## src/rtl/novacore_cfg_pkg.sv

```systemverilog
// rtl/novacore_cfg_pkg.sv - shared types, widths and CRC helper for the NovaCORE config loader
package novacore_cfg_pkg;

    localparam int BUS_W_DEF = 42;
    localparam int UID_W_DEF = 7;
    localparam int DIM_W_DEF = 2;
    localparam int CNT_W_DEF = 16;
    localparam int TMR_W     = 8;

    localparam logic [7:0] CRC8_POLY = 8'h07;

    typedef enum logic [2:0] {
        IDLE,
        LOAD,
        DIMSW,
        SETUP,
        HIGH,
        HOLD,
        DONE
    } state_e;

    // One message bit through a CRC-8 register, MSB-first.
    function automatic logic [7:0] crc8_step(input logic [7:0] crc, input logic bit_i);
        logic fb;
        fb = crc[7] ^ bit_i;
        return {crc[6:0], 1'b0} ^ (fb ? CRC8_POLY : 8'h00);
    endfunction

endpackage

```

## src/rtl/novacore_cfg_timer.sv

```systemverilog
// rtl/novacore_cfg_timer.sv - loadable down-counter with zero flag for phase timing
module novacore_cfg_timer #(
    parameter int W = 8
) (
    input  logic         clk,
    input  logic         rst,
    input  logic         load_i,
    input  logic [W-1:0] load_val_i,
    output logic         zero_o
);

    logic [W-1:0] cnt_q;

    always_ff @(posedge clk or posedge rst) begin
        if (rst) begin
            cnt_q <= '0;
        end else if (load_i) begin
            cnt_q <= load_val_i;
        end else if (cnt_q != '0) begin
            cnt_q <= cnt_q - 1'b1;
        end
    end

    assign zero_o = (cnt_q == '0);

endmodule

```

## src/rtl/novacore_cfg_loader.sv

```systemverilog
// rtl/novacore_cfg_loader.sv - fabric configuration sequencer; NOVACORE_CFG_CRC_EN adds session CRC-8 check
module novacore_cfg_loader
    import novacore_cfg_pkg::*;
#(
    parameter int BUS_W     = BUS_W_DEF,
    parameter int UID_W     = UID_W_DEF,
    parameter int DIM_W     = DIM_W_DEF,
    parameter int SETUP_CYC = 2,
    parameter int HIGH_CYC  = 2,
    parameter int HOLD_CYC  = 1,
    parameter int SW_CYC    = 2,
    parameter int CNT_W     = CNT_W_DEF
) (
    input  logic             clk,
    input  logic             rst,
    input  logic             start,
    input  logic             in_valid,
    output logic             in_ready,
    input  logic [UID_W-1:0] in_uid,
    input  logic [DIM_W-1:0] in_dim,
    input  logic [BUS_W-1:0] in_data,
    input  logic             in_last,
    input  logic [7:0]       crc_exp,
    output logic             mode,
    output logic [BUS_W-1:0] c_bus,
    output logic [UID_W-1:0] c_uid,
    output logic             c_clk,
    output logic [DIM_W-1:0] c_dimension,
    output logic             c_dimswitch,
    output logic             busy,
    output logic             done,
    output logic             crc_err,
    output logic [CNT_W-1:0] frame_cnt
);

    state_e             state_q, state_d;
    logic               accept;
    logic               tmr_load, tmr_zero;
    logic [TMR_W-1:0]   tmr_val;

    logic               in_ready_q, mode_q, c_clk_q, c_dimswitch_q, busy_q, done_q, last_q;
    logic [BUS_W-1:0]   c_bus_q;
    logic [UID_W-1:0]   c_uid_q;
    logic [DIM_W-1:0]   c_dimension_q;
    logic [CNT_W-1:0]   frame_cnt_q;

    always_comb begin
        state_d = state_q;
        accept  = 1'b0;
        case (state_q)
            IDLE:  if (start) state_d = LOAD;
            LOAD: begin
                if (in_valid && in_ready_q) begin
                    accept  = 1'b1;
                    state_d = (in_dim != c_dimension_q) ? DIMSW : SETUP;
                end
            end
            DIMSW: if (tmr_zero) state_d = SETUP;
            SETUP: if (tmr_zero) state_d = HIGH;
            HIGH:  if (tmr_zero) state_d = HOLD;
            HOLD:  if (tmr_zero) state_d = last_q ? DONE : LOAD;
            DONE:  state_d = IDLE;
            default: state_d = IDLE;
        endcase
    end

    // Every state change reloads the shared timer with that phase's length minus one.
    always_comb begin
        tmr_val = '0;
        case (state_d)
            DIMSW:   tmr_val = TMR_W'(SW_CYC - 1);
            SETUP:   tmr_val = TMR_W'(SETUP_CYC - 1);
            HIGH:    tmr_val = TMR_W'(HIGH_CYC - 1);
            HOLD:    tmr_val = TMR_W'(HOLD_CYC - 1);
            default: tmr_val = '0;
        endcase
    end

    assign tmr_load = (state_d != state_q);

    novacore_cfg_timer #(
        .W(TMR_W)
    ) u_timer (
        .clk        (clk),
        .rst        (rst),
        .load_i     (tmr_load),
        .load_val_i (tmr_val),
        .zero_o     (tmr_zero)
    );

    // Outputs are decoded from the next state so strobes come straight off flops.
    always_ff @(posedge clk or posedge rst) begin
        if (rst) begin
            state_q       <= IDLE;
            in_ready_q    <= 1'b0;
            mode_q        <= 1'b0;
            c_clk_q       <= 1'b0;
            c_dimswitch_q <= 1'b0;
            busy_q        <= 1'b0;
            done_q        <= 1'b0;
            last_q        <= 1'b0;
            c_bus_q       <= '0;
            c_uid_q       <= '0;
            c_dimension_q <= '0;
            frame_cnt_q   <= '0;
        end else begin
            state_q       <= state_d;
            in_ready_q    <= (state_d == LOAD);
            c_clk_q       <= (state_d == HIGH);
            c_dimswitch_q <= (state_d == DIMSW);
            busy_q        <= (state_d != IDLE);
            done_q        <= (state_d == DONE);
            if (state_q == IDLE && start) begin
                mode_q      <= 1'b0;
                frame_cnt_q <= '0;
            end else if (state_d == DONE) begin
                mode_q <= 1'b1;
            end
            if (accept) begin
                c_bus_q       <= in_data;
                c_uid_q       <= in_uid;
                c_dimension_q <= in_dim;
                last_q        <= in_last;
            end
            if (state_q == HOLD && tmr_zero && frame_cnt_q != '1) begin
                frame_cnt_q <= frame_cnt_q + 1'b1;
            end
        end
    end

`ifdef NOVACORE_CFG_CRC_EN
    localparam int MSG_W = UID_W + DIM_W + BUS_W;

    logic [MSG_W-1:0] crc_msg;
    logic [7:0]       crc_q, crc_d;
    logic             crc_err_q;

    assign crc_msg = {in_uid, in_dim, in_data};

    always_comb begin
        crc_d = crc_q;
        for (int i = MSG_W - 1; i >= 0; i--) begin
            crc_d = crc8_step(crc_d, crc_msg[i]);
        end
    end

    always_ff @(posedge clk or posedge rst) begin
        if (rst) begin
            crc_q     <= 8'h00;
            crc_err_q <= 1'b0;
        end else if (state_q == IDLE && start) begin
            crc_q     <= 8'h00;
            crc_err_q <= 1'b0;
        end else if (accept) begin
            crc_q <= crc_d;
            if (in_last && crc_d != crc_exp) begin
                crc_err_q <= 1'b1;
            end
        end
    end

    assign crc_err = crc_err_q;
`else
    logic unused_crc_exp;
    assign unused_crc_exp = ^crc_exp;
    assign crc_err        = 1'b0;
`endif

    assign in_ready    = in_ready_q;
    assign mode        = mode_q;
    assign c_bus       = c_bus_q;
    assign c_uid       = c_uid_q;
    assign c_clk       = c_clk_q;
    assign c_dimension = c_dimension_q;
    assign c_dimswitch = c_dimswitch_q;
    assign busy        = busy_q;
    assign done        = done_q;
    assign frame_cnt   = frame_cnt_q;

endmodule

```

## config.mk

```make
export PLATFORM = sky130hd
export DESIGN_NAME = novacore_cfg_loader
export DESIGN_NICKNAME = d
export VERILOG_FILES = /design/src/rtl/novacore_cfg_pkg.sv /design/src/rtl/novacore_cfg_timer.sv /design/src/rtl/novacore_cfg_loader.sv
export SDC_FILE = /design/constraint.sdc
export NUM_CORES = 1
export LEC_CHECK = 0
export BUFFER_PORTS_ARGS = -buffer_cell sky130_fd_sc_hd__clkbuf_2
export CELL_PAD_IN_SITES_DETAIL_PLACEMENT = 2
export CELL_PAD_IN_SITES_GLOBAL_PLACEMENT = 2
export CORE_MARGIN = 10
export CORE_UTILIZATION = 33
export DETAILED_ROUTE_END_ITERATION = 12
export GPL_TIMING_DRIVEN = 0
export PLACE_DENSITY_LB_ADDON = 0.1
export SLEW_MARGIN = 20
export SYNTH_ARGS = -nofsm -noshare
export SYNTH_HDL_FRONTEND = slang
export SYNTH_HIERARCHICAL = 1
export SYNTH_SLANG_ARGS = --single-unit
```

## constraint.sdc

```tcl
create_clock -name clk -period 7.56 [get_ports clk]
set_input_delay 0.378 -clock clk [delete_from_list [all_inputs] [get_ports clk]]
set_output_delay 0.378 -clock clk [all_outputs]
set_load 0.01 [all_outputs]
```

Yosys cells after proc, flatten, opt, wreduce, memory -nomap -nowiden
Cells that the tools add are included.
Word-level totals
  bits in registers: 85
  bits of input ports: 64
Operators by class
  $add $sub $neg: 2
  eq/ne operators: 13
  mux-type cells: 18
  reduce and logical (&&, ||, !) cells: 12
Operators with widths (count)
  16-bit 2-to-1 mux: 2
  3-bit 2-to-1 mux: 7
  3-bit case mux with 6 select lines: 1
  16-bit by 1-bit adder with 16-bit output (second input constant): 1
  8-bit 2-to-1 mux: 2
  16-bit inequality test (second input constant): 1
  3-bit by 2-bit equality test with 1-bit output (second input constant): 4
  3-bit equality test (second input constant): 4
  8-bit logical NOT: 1
  8-bit nonzero test: 1
  8-bit by 1-bit subtractor with 8-bit output (second input constant): 1
  3-bit by 1-bit equality test with 1-bit output (second input constant): 2
  1-bit 2-to-1 mux: 6
  2-bit nonzero test: 3
  1-bit logical AND: 4
  3-bit logical NOT: 1
  3-bit inequality test: 1
  3-bit nonzero test: 1
  3-bit OR reduction: 1
  2-bit inequality test: 1

Logic depth before layout (Yosys ltp)
  depth after elaboration: 8
  gate-level depth with buffers: 13

By module
Netlist, hierarchy kept.
By module, submodules not included
  novacore_cfg_loader: instances 1, cells an instance 258, area each 3295.7 sq um, sequential area each 1926.8 sq um
  novacore_cfg_timer: instances 1, cells an instance 56, area each 496.7 sq um, sequential area each 200.2 sq um

Worst setup path after synthesis
Ideal clock, no wire load.
  kind: register to register
  from: register u_timer.cnt_q[0]
  to: register u_timer.cnt_q[4]
  arrival time: 2799 ps
  path slack: 4638 ps
  stages on the path, launching flop included: 13
  path buffers: 3
  cells stage by stage: dfrtp_1 -> inv_1 -> ha_1 -> or4b_1 -> buf_2 -> nor2_2 -> nand2_1 -> a21oi_1 -> o22ai_1 -> o21a_1 -> buf_1 -> clkbuf_1 -> o31a_1
On the way
  word-level cells in the longest chain between the ends: 5
  elaborated cells between the ends (all ways): 12
Ends and longest elaborated chain
  start: declaration: RTL line novacore_cfg_timer.sv:12  | logic [W-1:0] cnt_q;
  start signal: assignment: RTL line novacore_cfg_timer.sv:18  | cnt_q <= load_val_i;
  start signal: assignment: RTL line novacore_cfg_timer.sv:20  | cnt_q <= cnt_q - 1'b1;
  8-bit logical NOT *: RTL line novacore_cfg_timer.sv:24  | assign zero_o = (cnt_q == '0);
  net tmr_zero: RTL line novacore_cfg_loader.sv:38  | logic tmr_load, tmr_zero;
  3-bit 2-to-1 mux (on tied branches)
  3-bit case mux with 6 select lines *: RTL line novacore_cfg_loader.sv:50  | case (state_q)
  net state_d[0]: RTL line novacore_cfg_loader.sv:36  | state_e state_q, state_d;
  3-bit inequality test *: RTL line novacore_cfg_loader.sv:79  | assign tmr_load = (state_d != state_q);
  net tmr_load: RTL line novacore_cfg_loader.sv:38
  8-bit 2-to-1 mux / 2-bit nonzero test (equally long branches)
The timed path passes the listed nets; every way through them passes the cells marked *. The select of a mux whose other input is x is not followed.
A chain may end at the register's enable or synchronous reset.

Worst setup path after layout
  from: register u_timer.cnt_q[0]
  to: register u_timer.cnt_q[6]
The elaborated chain is that of the path after synthesis.

==> results.md <==
* Run status: completed
* Top cells by area, synth: dfrtp_1, mux2_2, o21ai_0
* Grt ovf at 0
* CTS Buf Count at 9
* DP Worst Slack at 3.90 ns
* Fillers at 1,232
* Worst vdd ir at 0.190 mV
* Critical-path cell list: inv_1, ha_1, or4b_1, buf_2, nor2_2, o211ai_1, o22ai_1, o21a_1, buf_1, clkbuf_1, a31oi_1, a21oi_1
* Crit-path slowest cell: o22ai_1
* CTS Hold Bufs at 0
* Cell count after synthesis at 314
* DRT antenna net count at 0
* Fin cells at 608
* Buf/Inv on CP at 4
* Synth cell count leaders: dfrtp_1, mux2_2, o21ai_0
* Initial DRC Count at 139
* #FFs+latches synth at 85
* Initial core utilization at 0.335
* Fraction of layout instances using a drive strength above 1 at 0.473
* Cell taking the most area after synthesis: dfrtp_1
* Critical Path Start Type: flip-flop
* Chip width at 127 um
* Final period utilization at 0.486
* Final Cell Area at 0.00498 mm^2
* Total Power at 2.07 mW
* PostCTS Resize Cnt at 0
* Num rows at 39
* Worst Path Class, Setup: reg2reg
* Layout area overhead at 31.4%
* CTS root buffer: clkbuf_16
* Die Outline Area at 0.0162 mm^2
* Max Slew Vio Count at 0
* Clock sinks at 85
* Slew @ Worst Pin at 0.716 ns
* CP delay by family, top: compound AO/OA/AOI/OAI gates
* DR vias/cell at 5.05
* Placed instance area at 0.00466 mm^2
* H-tree depth at 3
* Yosys cell types at 55
* Max Fclk at 272 MHz
* CP max FO at 10
* Max-cap violations at 0
* Worst Path Required at 7.83 ns
* Sum Neg Setup Slack at 0 ns
* Worst-Skew Late Latency at 0.35 ns
* DR pass1 iterations at 4
* Die Y-Extent at 127 um
* Residual DRC count at 0
* Register area share after synthesis at 0.561
* WL/cell at 19.8 um
* Pwr dens at 416 mW/mm^2
* Initial antenna violation count at 1
* DRT Wirelength at 12,000 um
* Largest net degree at the start of global routing at 43
* Clock-pin slew on the worst setup and hold paths at 0.06 ns
* RSZ-0062 raised after global routing: false
* Endpoints failing hold at 0
* Share of the synthesized area in the top cell type at 0.561
* Most common cell in the netlist: dfrtp_1
* Lkg Pwr at 2.45 nW
* Synthesis Warnings at 6
* CTS tree: built
* Final hold slack at 0.0106 ns
* Syn_area_per_cell at 12.1 um^2
* Routability cong. at 0.764
* I/O pin cnt at 138
* Port Buffers at 128
* Global-route wire length before repair at 19,600 um
* Fin util at 0.440
* Hold crit path type: in2async
* Vias at 3,073
* Worst setup margin at 3.89 ns
* Top FF cell, synth: dfrtp_1
* Gr usage total at 0.153
* Nets at 527
* Number of synthesized flops with an enable pin at 0
* Post-synthesis async set-or-reset flop share at 1.00
* CP max stage delay at 0.48 ns
* Number of setup violations in the final report at 0
* Number of global-route vias before repair at 3,558
* Clk buf depth at 2
* Register area at 0.00213 mm^2
* DP Cell Count at 593
* Layout Skew at 0.00461 ns
* Core area at 0.0113 mm^2
* Period minus WS final at 3.67 ns
* Post-Syn Area at 0.00379 mm^2
* Post CTS Setup Buffer Count at 0
* Worst setup EP type: flip-flop
* Hpwl dp at 8990 um
* Arrival time at the worst endpoint at 3.94 ns
* Antenna diodes at 0
* Multi-input combinational cell area at 0.00159 mm^2
* Slew headroom at 0.519
==> cell usage in the layout (no fill, tap or decap), drive strengths merged, types with 2 or more instances in the layout <==
cell type	instances
a211oi	2
a21o	5
a21oi	5
a22o	2
a311oi	2
a31oi	3
and2b	2
and3	3
buf	13
bufinv	2
clkbuf	140
clkinvlp	2
conb	8
dfrtp	85
ha	2
inv	7
mux2	52
nand2	18
nand2b	5
nand3	16
nand4	6
nor2	15
nor2b	3
nor3	10
o21a	3
o21ai	22
o22ai	3
o311ai	2
o31ai	5
xnor2	6
==> state kept, by name (all words and copies together) (netlist names) <==
register and cells:
frame_cnt 16, mode 1, c_dimswitch 1, c_uid 7
c_clk 1, c_bus 42, busy 1, in_ready 1
c_dimension 2, done 1, state_q 3, u_timer/cnt_q 8
last_q 1
==> routing by layer <==
layer  GRT usage  vias to the layer above  wire, um
li1            -                     1418         -
met1       0.167                     1546      4730
met2       0.240                       92      5670
met3      0.0897                       15      1430
met4      0.0603                        2       193
met5           0                        -        17
==> final timing paths <==
check | start | to | slack, ns | depth (start not counted)
worst min register to register | c_bus[3]$_DFFE_PP0P_ | c_bus[3]$_DFFE_PP0P_ | 0.50 | 1
worst max register to register | u_timer/cnt_q[0]$_DFFE_PP0P_ | u_timer/cnt_q[6]$_DFFE_PP0P_ | 3.89 | 12
worst max-delay path | u_timer/cnt_q[0]$_DFFE_PP0P_ | u_timer/cnt_q[6]$_DFFE_PP0P_ | 3.89 | 12
worst min-delay path | rst | u_timer/cnt_q[4]$_DFFE_PP0P_ | 0.01 | 2
max in group asynchronous | rst | c_bus[31]$_DFFE_PP0P_ | 6.89 | 3
min in group clk | in_data[19] | c_bus[19]$_DFFE_PP0P_ | 0.26 | 2
==> final cells by class <==
type	instances	share of cell area
Buffer	14	0.0163
Clock buffer	10	0.0480
Clock inverter	5	0.0168
Inverter	6	0.00502
Multi-Input combinational cell	216	0.319
Sequential cell	85	0.427
Tap cell	143	0.0359
Timing Repair Buffer	129	0.133
==> cell families after synthesis <==
group / after synthesis / synth area share
xor+xnor: 7 / 0.0162
mux: 52 / 0.154
flops: 85 / 0.561
compound gates: 60 / 0.104
fa+ha+maj: 2 / 0.00660
buf+inv: 20 / 0.0274
other cells: 1 / 0.000989
simple gates: 87 / 0.129
==> power breakdown <==
group	internal, mW	switching, mW	leakage (nW)
logic	0.348	0.401	1.23
clock network	0.298	0.191	0.151
registers	0.663	0.172	1.07
total	1.31	0.763	2.45
(Power assumes the default switching activity.)
